$ cat src/rtl/uart_io_pkg.sv
// Shared definitions for the UART IO hub: register offsets, STATUS bit
// positions, the FSM state encoding used by both TX and RX, and limits.
package uart_io_pkg;

  localparam logic [1:0] REG_LEDS   = 2'd0;
  localparam logic [1:0] REG_DATA   = 2'd1;
  localparam logic [1:0] REG_STATUS = 2'd2;
  localparam logic [1:0] REG_BAUD   = 2'd3;

  localparam int STAT_TX_FULL      = 0;
  localparam int STAT_TX_IDLE      = 1;
  localparam int STAT_RX_VALID     = 2;
  localparam int STAT_RX_OVERRUN   = 3;
  localparam int STAT_FRAME_ERR    = 4;
  localparam int STAT_TX_LEVEL_LSB = 8;
  localparam int STAT_RX_LEVEL_LSB = 16;

  // Smaller divisors leave no room for the half-bit start sample in RX.
  localparam logic [15:0] MIN_BAUD_DIV = 16'd4;

  typedef enum logic [1:0] {
    UART_IDLE,
    UART_START,
    UART_DATA,
    UART_STOP
  } uartState_e;

endpackage

$ cat src/rtl/io_fifo.sv
// Synchronous FIFO with occupancy level. A push into a full FIFO is only
// accepted when a pop happens in the same cycle, so the level stays put.
module io_fifo #(
  parameter int WIDTH = 8,
  parameter int DEPTH = 16
) (
  input  logic                     clk,
  input  logic                     rst_n,
  input  logic                     push,
  input  logic [WIDTH-1:0]         pushData,
  input  logic                     pop,
  output logic [WIDTH-1:0]         popData,
  output logic                     full,
  output logic                     empty,
  output logic [$clog2(DEPTH):0]   level
);

  localparam int AW = $clog2(DEPTH);
  localparam int LW = AW + 1;

  logic [WIDTH-1:0] mem [DEPTH];
  logic [AW-1:0]    wrPtr;
  logic [AW-1:0]    rdPtr;
  logic [LW-1:0]    count;
  logic             doPush;
  logic             doPop;

  assign empty   = (count == '0);
  assign full    = (count == LW'(DEPTH));
  assign doPop   = pop && !empty;
  assign doPush  = push && (!full || doPop);
  assign popData = mem[rdPtr];
  assign level   = count;

  // Pointer and occupancy bookkeeping; reset discards any stored entries.
  always_ff @(posedge clk or negedge rst_n) begin
    if (!rst_n) begin
      wrPtr <= '0;
      rdPtr <= '0;
      count <= '0;
    end else begin
      if (doPush) wrPtr <= wrPtr + AW'(1);
      if (doPop)  rdPtr <= rdPtr + AW'(1);
      case ({doPush, doPop})
        2'b10:   count <= count + LW'(1);
        2'b01:   count <= count - LW'(1);
        default: count <= count;
      endcase
    end
  end

  // Storage array, written only on an accepted push.
  always_ff @(posedge clk) begin
    if (doPush) mem[wrPtr] <= pushData;
  end

endmodule

$ cat src/rtl/uart_io_hub.sv
// Memory-mapped IO hub: LED register plus a buffered full-duplex 8N1 UART
// with a runtime baud divisor and sticky RX error flags.
module uart_io_hub
  import uart_io_pkg::*;
#(
  parameter int CLK_FREQ_HZ = 12000000,
  parameter int BAUD        = 115200,
  parameter int FIFO_DEPTH  = 16,
  parameter int LED_W       = 4
) (
  input  logic             clk_i,
  input  logic             reset_i,
  input  logic [31:0]      IO_memAddr_i,
  input  logic [31:0]      IO_memWData_i,
  input  logic             IO_memWr_i,
  input  logic             IO_memRd_i,
  output logic [31:0]      IO_memRData_o,
  output logic [LED_W-1:0] leds_o,
  input  logic             rxd_i,
  output logic             txd_o
);

  localparam int          LVW       = $clog2(FIFO_DEPTH) + 1;
  localparam logic [15:0] RESET_DIV = 16'(CLK_FREQ_HZ / BAUD);

  logic [1:0]       regSel;
  logic [LED_W-1:0] ledReg;
  logic [15:0]      baudDiv;
  logic             rxOverrun, frameErr;
  logic             statusWr, unusedBits;

  logic             txPush, txPop, txFull, txEmpty;
  logic [7:0]       txData;
  logic [LVW-1:0]   txLevel;
  uartState_e       txState, txNext;
  logic [15:0]      txCnt, txBitLen;
  logic [2:0]       txBitIdx;
  logic [7:0]       txShift;
  logic             txdReg, txBitEnd;

  logic             rxMeta, rxSync, rxPrev, rxFall;
  uartState_e       rxState, rxNext;
  logic [15:0]      rxCnt, rxBitLen;
  logic [2:0]       rxBitIdx;
  logic [7:0]       rxShift, rxData;
  logic             rxHit, rxPush, rxPop, rxFull, rxEmpty, frameEvt;
  logic [LVW-1:0]   rxLevel;

  assign regSel     = IO_memAddr_i[3:2];
  assign statusWr   = IO_memWr_i && (regSel == REG_STATUS);
  assign txPush     = IO_memWr_i && (regSel == REG_DATA);
  assign rxPop      = IO_memRd_i && (regSel == REG_DATA) && !rxEmpty;
  assign leds_o     = ledReg;
  assign txd_o      = txdReg;
  assign unusedBits = ^{IO_memAddr_i[31:4], IO_memAddr_i[1:0], IO_memWData_i};

  io_fifo #(.WIDTH(8), .DEPTH(FIFO_DEPTH)) txFifo (
    .clk(clk_i), .rst_n(reset_i), .push(txPush), .pushData(IO_memWData_i[7:0]),
    .pop(txPop), .popData(txData), .full(txFull), .empty(txEmpty), .level(txLevel)
  );

  io_fifo #(.WIDTH(8), .DEPTH(FIFO_DEPTH)) rxFifo (
    .clk(clk_i), .rst_n(reset_i), .push(rxPush), .pushData(rxShift),
    .pop(rxPop), .popData(rxData), .full(rxFull), .empty(rxEmpty), .level(rxLevel)
  );

  // LED and baud divisor registers; tiny divisors are clamped on write.
  always_ff @(posedge clk_i or negedge reset_i) begin
    if (!reset_i) begin
      ledReg  <= '0;
      baudDiv <= RESET_DIV;
    end else if (IO_memWr_i) begin
      if (regSel == REG_LEDS) ledReg <= IO_memWData_i[LED_W-1:0];
      if (regSel == REG_BAUD)
        baudDiv <= (IO_memWData_i[15:0] < MIN_BAUD_DIV) ? MIN_BAUD_DIV : IO_memWData_i[15:0];
    end
  end

  // Sticky error flags: a STATUS write clears them, a new event wins.
  always_ff @(posedge clk_i or negedge reset_i) begin
    if (!reset_i) begin
      rxOverrun <= 1'b0;
      frameErr  <= 1'b0;
    end else begin
      rxOverrun <= (rxOverrun && !statusWr) || (rxPush && rxFull && !rxPop);
      frameErr  <= (frameErr && !statusWr) || frameEvt;
    end
  end

  // Read data is a pure function of the current address.
  always_comb begin
    IO_memRData_o = '0;
    case (regSel)
      REG_LEDS: IO_memRData_o = 32'(ledReg);
      REG_DATA: IO_memRData_o = {23'b0, !rxEmpty, rxEmpty ? 8'h00 : rxData};
      REG_STATUS: begin
        IO_memRData_o[STAT_TX_FULL]    = txFull;
        IO_memRData_o[STAT_TX_IDLE]    = txEmpty && (txState == UART_IDLE);
        IO_memRData_o[STAT_RX_VALID]   = !rxEmpty;
        IO_memRData_o[STAT_RX_OVERRUN] = rxOverrun;
        IO_memRData_o[STAT_FRAME_ERR]  = frameErr;
        IO_memRData_o[STAT_TX_LEVEL_LSB +: 8] = 8'(txLevel);
        IO_memRData_o[STAT_RX_LEVEL_LSB +: 8] = 8'(rxLevel);
      end
      default:  IO_memRData_o = {16'b0, baudDiv};
    endcase
  end

  // TX state register.
  always_ff @(posedge clk_i or negedge reset_i) begin
    if (!reset_i) txState <= UART_IDLE;
    else          txState <= txNext;
  end

  // TX next state; frames chain back-to-back when the FIFO still holds data.
  always_comb begin
    txNext   = txState;
    txPop    = 1'b0;
    txBitEnd = (txState != UART_IDLE) && (txCnt == txBitLen - 16'd1);
    case (txState)
      UART_IDLE:  if (!txEmpty) begin txPop = 1'b1; txNext = UART_START; end
      UART_START: if (txBitEnd) txNext = UART_DATA;
      UART_DATA:  if (txBitEnd && txBitIdx == 3'd7) txNext = UART_STOP;
      default: begin
        if (txBitEnd) begin
          if (!txEmpty) begin txPop = 1'b1; txNext = UART_START; end
          else txNext = UART_IDLE;
        end
      end
    endcase
  end

  // TX datapath: bit timer, shift register and registered serial line.
  always_ff @(posedge clk_i or negedge reset_i) begin
    if (!reset_i) begin
      txCnt    <= '0;
      txBitLen <= RESET_DIV;
      txBitIdx <= '0;
      txShift  <= '0;
      txdReg   <= 1'b1;
    end else begin
      if (txState == UART_IDLE || txBitEnd) txCnt <= '0;
      else txCnt <= txCnt + 16'd1;
      if (txPop || txBitEnd) txBitLen <= baudDiv;
      if (txPop) begin
        txdReg   <= 1'b0;
        txShift  <= txData;
        txBitIdx <= '0;
      end else if (txBitEnd) begin
        case (txState)
          UART_START: begin
            txdReg  <= txShift[0];
            txShift <= txShift >> 1;
          end
          UART_DATA: begin
            txdReg   <= (txBitIdx == 3'd7) ? 1'b1 : txShift[0];
            txShift  <= txShift >> 1;
            txBitIdx <= txBitIdx + 3'd1;
          end
          default: txdReg <= 1'b1;
        endcase
      end
    end
  end

  // RX input synchroniser plus a delayed copy for falling-edge detection.
  always_ff @(posedge clk_i or negedge reset_i) begin
    if (!reset_i) begin
      rxMeta <= 1'b1;
      rxSync <= 1'b1;
      rxPrev <= 1'b1;
    end else begin
      rxMeta <= rxd_i;
      rxSync <= rxMeta;
      rxPrev <= rxSync;
    end
  end

  assign rxFall = rxPrev && !rxSync;

  // RX state register.
  always_ff @(posedge clk_i or negedge reset_i) begin
    if (!reset_i) rxState <= UART_IDLE;
    else          rxState <= rxNext;
  end

  // RX next state: half-bit start check, then full-bit sampling.
  always_comb begin
    rxNext   = rxState;
    rxPush   = 1'b0;
    frameEvt = 1'b0;
    case (rxState)
      UART_START: rxHit = (rxCnt == (rxBitLen >> 1) - 16'd1);
      UART_IDLE:  rxHit = 1'b0;
      default:    rxHit = (rxCnt == rxBitLen - 16'd1);
    endcase
    case (rxState)
      UART_IDLE:  if (rxFall) rxNext = UART_START;
      UART_START: if (rxHit) rxNext = rxSync ? UART_IDLE : UART_DATA;
      UART_DATA:  if (rxHit && rxBitIdx == 3'd7) rxNext = UART_STOP;
      default: begin
        if (rxHit) begin
          rxNext   = UART_IDLE;
          rxPush   = rxSync;
          frameEvt = !rxSync;
        end
      end
    endcase
  end

  // RX datapath: bit timer and LSB-first shift register.
  always_ff @(posedge clk_i or negedge reset_i) begin
    if (!reset_i) begin
      rxCnt    <= '0;
      rxBitLen <= RESET_DIV;
      rxBitIdx <= '0;
      rxShift  <= '0;
    end else if (rxState == UART_IDLE) begin
      rxCnt <= '0;
      if (rxFall) rxBitLen <= baudDiv;
    end else if (rxHit) begin
      rxCnt    <= '0;
      rxBitLen <= baudDiv;
      if (rxState == UART_START) rxBitIdx <= '0;
      if (rxState == UART_DATA) begin
        rxShift  <= {rxSync, rxShift[7:1]};
        rxBitIdx <= rxBitIdx + 3'd1;
      end
    end else begin
      rxCnt <= rxCnt + 16'd1;
    end
  end

endmodule

$ cat config.mk
export PLATFORM = sky130hd
export DESIGN_NAME = uart_io_hub
export DESIGN_NICKNAME = d
export VERILOG_FILES = /design/src/rtl/uart_io_pkg.sv /design/src/rtl/io_fifo.sv /design/src/rtl/uart_io_hub.sv
export SDC_FILE = /design/constraint.sdc
export NUM_CORES = 1
export LEC_CHECK = 0
export CAP_MARGIN = 20
export CORE_MARGIN = 5
export CORE_UTILIZATION = 60
export DETAILED_ROUTE_END_ITERATION = 7
export GPL_TIMING_DRIVEN = 0
export PLACE_DENSITY_LB_ADDON = 0.3
export SYNTH_ARGS = -nofsm -noshare
export SYNTH_HDL_FRONTEND = slang
export SYNTH_SLANG_ARGS = --single-unit
$ cat constraint.sdc
create_clock -name clk_i -period 7.3 [get_ports clk_i]
set_clock_uncertainty 0.2 [all_clocks]
set_input_delay 1.095 -clock clk_i [delete_from_list [all_inputs] [get_ports clk_i]]
set_output_delay 1.095 -clock clk_i [all_outputs]
set_load 0.1 [all_outputs]
==> summary.txt, run 1 <==
Timing
  – Min Tclk post-route: 6.15 ns
  – Slew @ Worst Pin: 0.998 ns
  – Final setup fails: 0
  – Final period util: 0.843
  – Fin. max-slew vios: 0
  – RSZ-0062 raised after global routing: false
  – Setup TNS: 0 ns
  – Max Freq: 163 MHz
  – Fin. Hold Viols: 0
  – Slew headroom: 0.333

Pwr
  – Leakage: 0.00780 uW
  – Pwr dens: 377 nW/um2
  – Flop pwr share: 0.377
  – Net Switching: 2800 uW
  – Clock power share: 0.262
  – Sw Ratio: 0.355
  – Logic pwr share: 0.361
  – Internal: 5080 uW
  – Worst vdd ir: 0.322 mV

Cells and area
  – Final nets: 1484
  – Layout cell share with drive strength beyond 1: 0.180
  – Fill cells: 2025
  – Fin area: 20900 um2
  – Area grow syn2layout: 13.0%
  – Util after Layout: 0.686
  – Antenna cells: 0
  – Final std cells w/o fill: 1810

Worst setup path
  – Critical path fanouts, max: 10
  – Critical-path cell list: clkdlybuf4s50_1 > nor2b_1 > a21boi_1 > a222oi_1 > a31oi_1 > clkdlybuf4s50_1
  – CP arrival: 4.86 ns
  – Crit-path most repeated cell: clkdlybuf4s50_1
  – Slowest cell on the critical path: clkdlybuf4s50_1
  – Startpoint types: input pin
  – CP bufs+invs: 2
  – WS Path Type: input pin to output port
  – WP data required: 6.00 ns
  – CP top delay family: buffers and inverters
  – Worst setup EP type: output port
  – Max stage delay on crit path: 1.20 ns

Detailed routing
  – Routed len/inst: 23.6 um
  – DRT Wirelength: 42600 um
  – Post-route antenna net violation count: 0
  – Initial drt markers: 1160
  – Number of vias per cell: 6.31
  – Pre-antenna DRT Iters: 7
  – Via count: 11400
  – DR DRC count: 0

CTS
  – Clk Latency, worst-skew pair: 0.56 ns
  – CTS Hold Buffers Added: 0
  – Clock Path Buffers: 3
  – Total CTS buffers: 41
  – Clock Sink Count: 398
  – Postcts setup bufs: 0
  – CTS tree: yes
  – Clock transition at the registers of the reported paths: 0.05 ns
  – Cells resized by post-CTS repair: 0
  – CTS root buf: clkbuf_16
  – CTS H-Tree Depth: 2

Die
  – Initial core utilization: 0.607
  – Die Ht: 186 um
  – Std cell rows: 64
  – Die Width: 186 um
  – Die area: 34500 um2
  – Core area: 30500 um2
  – # IOs: 106

Run
  – Max_cap viols: 0

GRT
  – GRT overflow: 0
  – Vias in the first global route: 11400
  – GRT Total Usage: 0.252
  – First-pass GRT wire length: 66300 um
  – Initial antenna violation count: 1
  – Largest net degree at the start of global routing: 80

Synth
  – Post-synth EDFFs: 256
  – Register bit total from synthesis: 398
  – Synth Area per Inst: 14.5 um2
  – Async SR Flop Fraction: 0.357
  – Cells after synthesis: 1276
  – Count of cell types in the netlist: 81
  – Sequential fraction of the synthesis area: 0.608
  – Main synth FF type: edfxtp_1
  – Syn. warnings: 0
  – Cell area after synthesis: 18500 um2

Placed design
  – Cell total after placement: 1734
  – Buffers on Ports: 47
  – Gp weighted congestion: 0.838
  – DPL Wire Length: 28100 um
  – Cell Area, Placed: 19600 um2

Outcome
  – Status: complete, no violations

Min path
  – Hold crit path type: register to register
==> cell type report <==
class                           count  area, um2  area share
Sequential cell                   398      11300       0.538
Multi-Input combinational cell    792       6870       0.329
Clock buffer                       59       1120      0.0537
Timing Repair Buffer               52        529      0.0253
Tap cell                          396        495      0.0237
Buffer                             72        339      0.0162
Clock inverter                     17        208     0.00993
Inverter                           24       90.1     0.00431
==> stage by stage <==
stage | setup slack [ns] | power (uW) | hold WS [ns]
floorplan | 2.22 | 5110 | 0.145
global placement | -0.986 | 5720 | 0.146
detailed placement | 1.27 | 5820 | 0.147
CTS | 1.25 | 7900 | 0.156
global route | 0.862 | 8280 | 0.161
finish | 1.15 | 7880 | 0.154
==> worst paths after layout <==
kind | startpoint | endpoint | slack, ns | cells after the start
worst max-delay path | IO_memAddr_i[2] | IO_memRData_o[1] | 1.15 | 6
worst min-delay path | rxMeta$_DFF_PN1_ | rxSync$_DFF_PN1_ | 0.15 | 0
worst max register to register | rxState[1]$_DFFE_PN0P_ | rxFifo.mem[9][6]$_DFFE_PP_ | 1.20 | 15
worst min register to register | rxMeta$_DFF_PN1_ | rxSync$_DFF_PN1_ | 0.15 | 0
max in group asynchronous | reset_i | rxSync$_DFF_PN1_ | 5.68 | 2
min in group asynchronous | reset_i | txCnt[13]$_DFF_PN0_ | 0.34 | 1
==> cells in the final DEF (no fill, tap or decap), types with 6 or more instances in the layout <==
cell type        count
or4_1                6
nand2b_1            15
nor3_1              16
clkdlybuf4s50_1     46
xor2_1              30
nand3_1             36
clkinv_2             6
a221oi_1             6
edfxtp_1           256
or3_1                7
nand2_1             71
nand4_1              7
dfrtp_1            129
clkbuf_16           41
xnor2_1             46
o211ai_1             6
and2_1              14
a21o_1               7
mux4_2              72
clkbuf_1            54
mux2i_1             36
nor2b_1             25
a211oi_1             9
mux2_2              73
buf_4               16
and3_1              37
a21oi_1             23
ha_1                32
o21ai_0             22
dfstp_2             13
conb_1              11
buf_2                7
inv_1               24
nand3b_1             8
buf_1               12
nor4_1              13
nor2_1              70
==> power groups by stage <==
stage,logic (uW),clock network (uW),registers [uW]
2_1_floorplan,2170,0,2940
3_3_place_gp,2730,0,2990
3_5_place_dp,2820,0,3000
4_1_cts,2850,2080,2960
5_1_grt,3090,2190,3000
6_report,2840,2060,2970
==> state kept, by name (all words and copies together), names as in the netlist, 5 cells and up <==
register and flops:
rxFifo.mem 128, txFifo.mem 128, baudDiv 16, rxBitLen 16, rxCnt 16, txBitLen 16
txCnt 16, rxShift 8, txShift 8, rxFifo.level 5, txFifo.level 5
==> per-layer routing <==
| layer | part of all wire | global-route usage | vias to the layer above | wire length (um) |
|---|---|---|---|---|
| li1 | - | - | 5059 | - |
| met1 | 0.40 | 0.345 | 5822 | 17200 |
| met2 | 0.49 | 0.412 | 436 | 20900 |
| met3 | 0.078 | 0.0594 | 94 | 3340 |
| met4 | 0.027 | 0.0702 | 2 | 1160 |
| met5 | 0.00030 | 0 | - | 13 |
==> kinds of logic (layout without fill, tap and decap cells) <==
family | Yosys count | in the layout | synth area share
buffers and inverters | 96 | 224 | 0.0232
flip-flops | 398 | 398 | 0.608
other | 1 | 11 | 0.000203
XOR/XNOR | 76 | 76 | 0.0359
multiplexers | 182 | 182 | 0.152
adder cells (fa/ha/maj) | 34 | 34 | 0.0238
AND/OR/NAND/NOR | 354 | 354 | 0.103
AO/OA/AOI/OAI | 135 | 135 | 0.0534
==> synthesized netlist by cell type, types with 6 or more instances <==
master | n | area (um2)
buf_4 | 12 | 90.1
buf_2 | 7 | 35.0
mux2_2 | 73 | 822
nand3b_1 | 8 | 60.1
nor3_1 | 16 | 80.1
o21ai_0 | 22 | 110
clkbuf_1 | 39 | 146
ha_1 | 32 | 400
nor2_1 | 70 | 263
or4_1 | 6 | 45.0
dfstp_2 | 13 | 342
and2_1 | 14 | 87.6
a211oi_1 | 9 | 67.6
nor4_1 | 13 | 81.3
or3_1 | 7 | 43.8
nand2_1 | 71 | 267
buf_1 | 12 | 45.0
nand2b_1 | 15 | 93.8
o211ai_1 | 6 | 45.0
a21o_1 | 7 | 52.6
a221oi_1 | 6 | 52.6
nand3_1 | 36 | 180
inv_1 | 24 | 90.1
dfrtp_1 | 129 | 3230
mux2i_1 | 36 | 360
a21oi_1 | 23 | 115
nand4_1 | 7 | 43.8
xor2_1 | 30 | 263
edfxtp_1 | 256 | 7690
and3_1 | 37 | 231
nor2b_1 | 25 | 156
mux4_2 | 72 | 1620
xnor2_1 | 46 | 403
Note: power is estimated with default switching activity, not from simulation.
==> inputs of run 2 (changes only) <==
- CORE_UTILIZATION: 60 -> 54
- clock period: 7.3 -> 5.1 ns (I/O delays scaled with it)
==> summary.txt, run 2 (same netlist as run 1, synthesis figures left out) <==
Outcome
  – Status: complete, no violations

CTS
  – CTS tree: yes
  – CTS H-Tree Depth: 2 (unchanged)
  – Clock Sink Count: 398 (unchanged)
  – Clock transition at the registers of the reported paths: 0.06 ns (about the same)
  – CTS root buf: clkbuf_16
  – Total CTS buffers: 42 (+2.4%)
  – Clk Latency, worst-skew pair: 0.54 ns (-0.02 ns)
  – Clock Path Buffers: 3 (unchanged)

Die
  – Die area: 38100 um2 (+11%)
  – Die Width: 195 um (+5.1%)
  – Core area: 33700 um2 (+10%)
  – Initial core utilization: 0.549 (-0.0575)
  – # IOs: 106 (unchanged)
  – Std cell rows: 67 (+4.7%)
  – Die Ht: 195 um (+5.1%)

Timing
  – Final period util: 0.978
  – Fin. max-slew vios: 0 (unchanged)
  – Slew headroom: 0.325 (-0.00722)
  – RSZ-0062 raised after global routing: false
  – Final Worst Setup Slack: 0.115 ns (-1.03 ns)
  – Slew @ Worst Pin: 1.01 ns (+0.0108 ns)
  – Min Tclk post-route: 4.99 ns
  – Max Freq: 201 MHz
  – Fin. Hold Viols: 0 (unchanged)
  – Hold_ws: 0.155 ns (+0.000755 ns)
  – Final setup fails: 0 (unchanged)

Detailed routing
  – Pre-antenna DRT Iters: 5 (-2)
  – Initial drt markers: 919 (-21%)
  – Post-route antenna net violation count: 0 (unchanged)
  – DRT Wirelength: 41400 um (-2.9%)
  – DR DRC count: 0 (unchanged)
  – Via count: 11300 (-1.4%)
  – Routed len/inst: 22.1 um (-6.0%)
  – Number of vias per cell: 6.02 (-4.5%)

Worst setup path
  – CP arrival: 4.02 ns (-0.84 ns)
  – Crit-path most repeated cell: mux4_2
  – CP bufs+invs: 2 (unchanged)
  – Critical path fanouts, max: 10 (unchanged)
  – Worst setup EP type: output port
  – Slowest cell on the critical path: clkdlybuf4s50_1
  – Critical-path cell list: buf_1 > mux4_2 > mux4_2 > and2_1 > mux4_2 > clkdlybuf4s50_1
  – Max stage delay on crit path: 1.00 ns (-0.20 ns)
  – WP data required: 4.14 ns (-1.86 ns)
  – WS Path Type: register to output port
  – CP top delay family: buffers and inverters
  – Startpoint types: register

GRT
  – Vias in the first global route: 11600 (+1.1%)
  – GRT Total Usage: 0.218 (-0.0340)
  – First-pass GRT wire length: 65700 um (-0.82%)
  – Largest net degree at the start of global routing: 97 (+21%)
  – Initial antenna violation count: 0 (-1)
  – GRT overflow: 0 (unchanged)

Pwr
  – Net Switching: 4050 uW (+45%)
  – Clock power share: 0.255 (-0.007)
  – Flop pwr share: 0.373 (-0.004)
  – Sw Ratio: 0.355 (+0.000576)
  – Worst vdd ir: 0.317 mV (-1.5%)
  – Internal: 7340 uW (+45%)
  – Pwr dens: 537 nW/um2 (+43%)
  – Leakage: 0.00788 uW (+1.0%)
  – Logic pwr share: 0.372 (+0.011)

Cells and area
  – Top flop regs: rxFifo.mem: 128 flops, txFifo.mem: 128 flops
  – Final nets: 1492 (+0.54%)
  – Antenna cells: 0 (unchanged)
  – Layout cell share with drive strength beyond 1: 0.214 (+0.0334)
  – Area grow syn2layout: 14.6%
  – Commonest non-fill, non-tap cells in the layout: edfxtp_1, dfrtp_1, mux2_2
  – Commonest non-fill, non-tap cell in the layout: edfxtp_1

Placed design
  – DPL Wire Length: 28100 um (about the same)
  – Pre-CTS setup slack: -0.832 ns (-2.10 ns)
  – Gp weighted congestion: 0.867 (+3.5%)
  – Buffers on Ports: 47 (unchanged)

Min path
  – Hold crit path type: register to register

Run
  – Max_cap viols: 0 (unchanged)
[run 2: cell count changes in the layout (fill, tap and decap cells not counted), sizes merged, moves of 3 or more]
cell / previous run / this run
clkdlybuf4s15: 0 / 3
buf: 39 / 42
clkdlybuf4s50: 46 / 39
dlygate4sd2: 0 / 7
[run 2: per-layer routing]
layer	vias up	GRT usage	wire [um]	share of wire
li1	5085	-	-	-
met1	5761	0.310	17800	0.43
met2	352	0.357	19900	0.48
met3	58	0.0403	2900	0.070
met4	0	0.0465	806	0.019
met5	-	0	0	0
[run 2: through the flow]
stage / instance area, um2 / utilization / TNS, ns / power, uW / cells
global placement: 19600 / 0.581 / -463.29 / 8230 / 1781
finish: 21200 / 0.630 / 0 / 11400 / 1870
CTS: 21200 / 0.628 / 0 / 11400 / 1869
detailed placement: 19600 / 0.583 / -94.38 / 8330 / 1786
floorplan: 18600 / - / 0 / 7320 / 1286
global route: 21200 / 0.630 / 0 / 12000 / 1870
[run 2: final cells by class]
class / instances / area (um2)
fillers: 2495 / 12500
clock buffers: 60 / 1160
plain buffers: 71 / 385
inverters: 24 / 90.1
multi-input cells: 792 / 7030
repair buffers: 60 / 578
clock inverters: 17 / 159
well taps: 448 / 561
flip-flops and latches: 398 / 11300
[run 2: final timing paths]
check / to / slack [ns] / startpoint / cells after the start
setup / recovery: IO_memRData_o[2] / 0.11 / rxFifo.rdPtr[2]$_DFFE_PN0P_ / 6
hold / removal: rxSync$_DFF_PN1_ / 0.16 / rxMeta$_DFF_PN1_ / 0
setup reg to reg: rxFifo.level[4]$_DFFE_PN0P_ / 0.17 / rxBitLen[5]$_DFFE_PN1P_ / 17
hold reg to reg: rxSync$_DFF_PN1_ / 0.16 / rxMeta$_DFF_PN1_ / 0
max in group asynchronous: txBitLen[5]$_DFFE_PN1P_ / 3.31 / reset_i / 3
min in group asynchronous: rxFifo.level[0]$_DFFE_PN0P_ / 0.54 / reset_i / 2
[run 2: worst reg2reg max path, cell delays in order, from the launching register on]
cell	delay, ns
dfstp_2	0.35
buf_2	0.17
or4_4	0.53
nand4b_4	0.22
mux2_4	0.34
or4_4	0.44
a221o_2	0.41
or4_4	0.54
buf_6	0.16
and2_4	0.18
fa_2	0.34
a21o_1	0.18
a21oi_2	0.18
nor4_1	0.06
o21ai_1	0.11
nor4_2	0.06
buf_4	0.13
o31a_1	0.22
[run 2: power groups by stage]
stage,Sequential (uW),Clock (uW),Combinational (uW)
floorplan,4210,0,3100
global placement,4280,0,3950
detailed placement,4290,0,4040
CTS,4240,2960,4210
global route,4300,3090,4630
finish,4250,2910,4230
[run 2: timing repair]
action                                  4_1_cts  5_1_grt
gates resized for setup                      53       17
buffers inserted                              5        2
gates cloned                                  0        0
pin swaps                                     6        6
hold buffers                                  1        0
endpoints found under the setup margin      166       68
hold endpoints to repair                     43        0
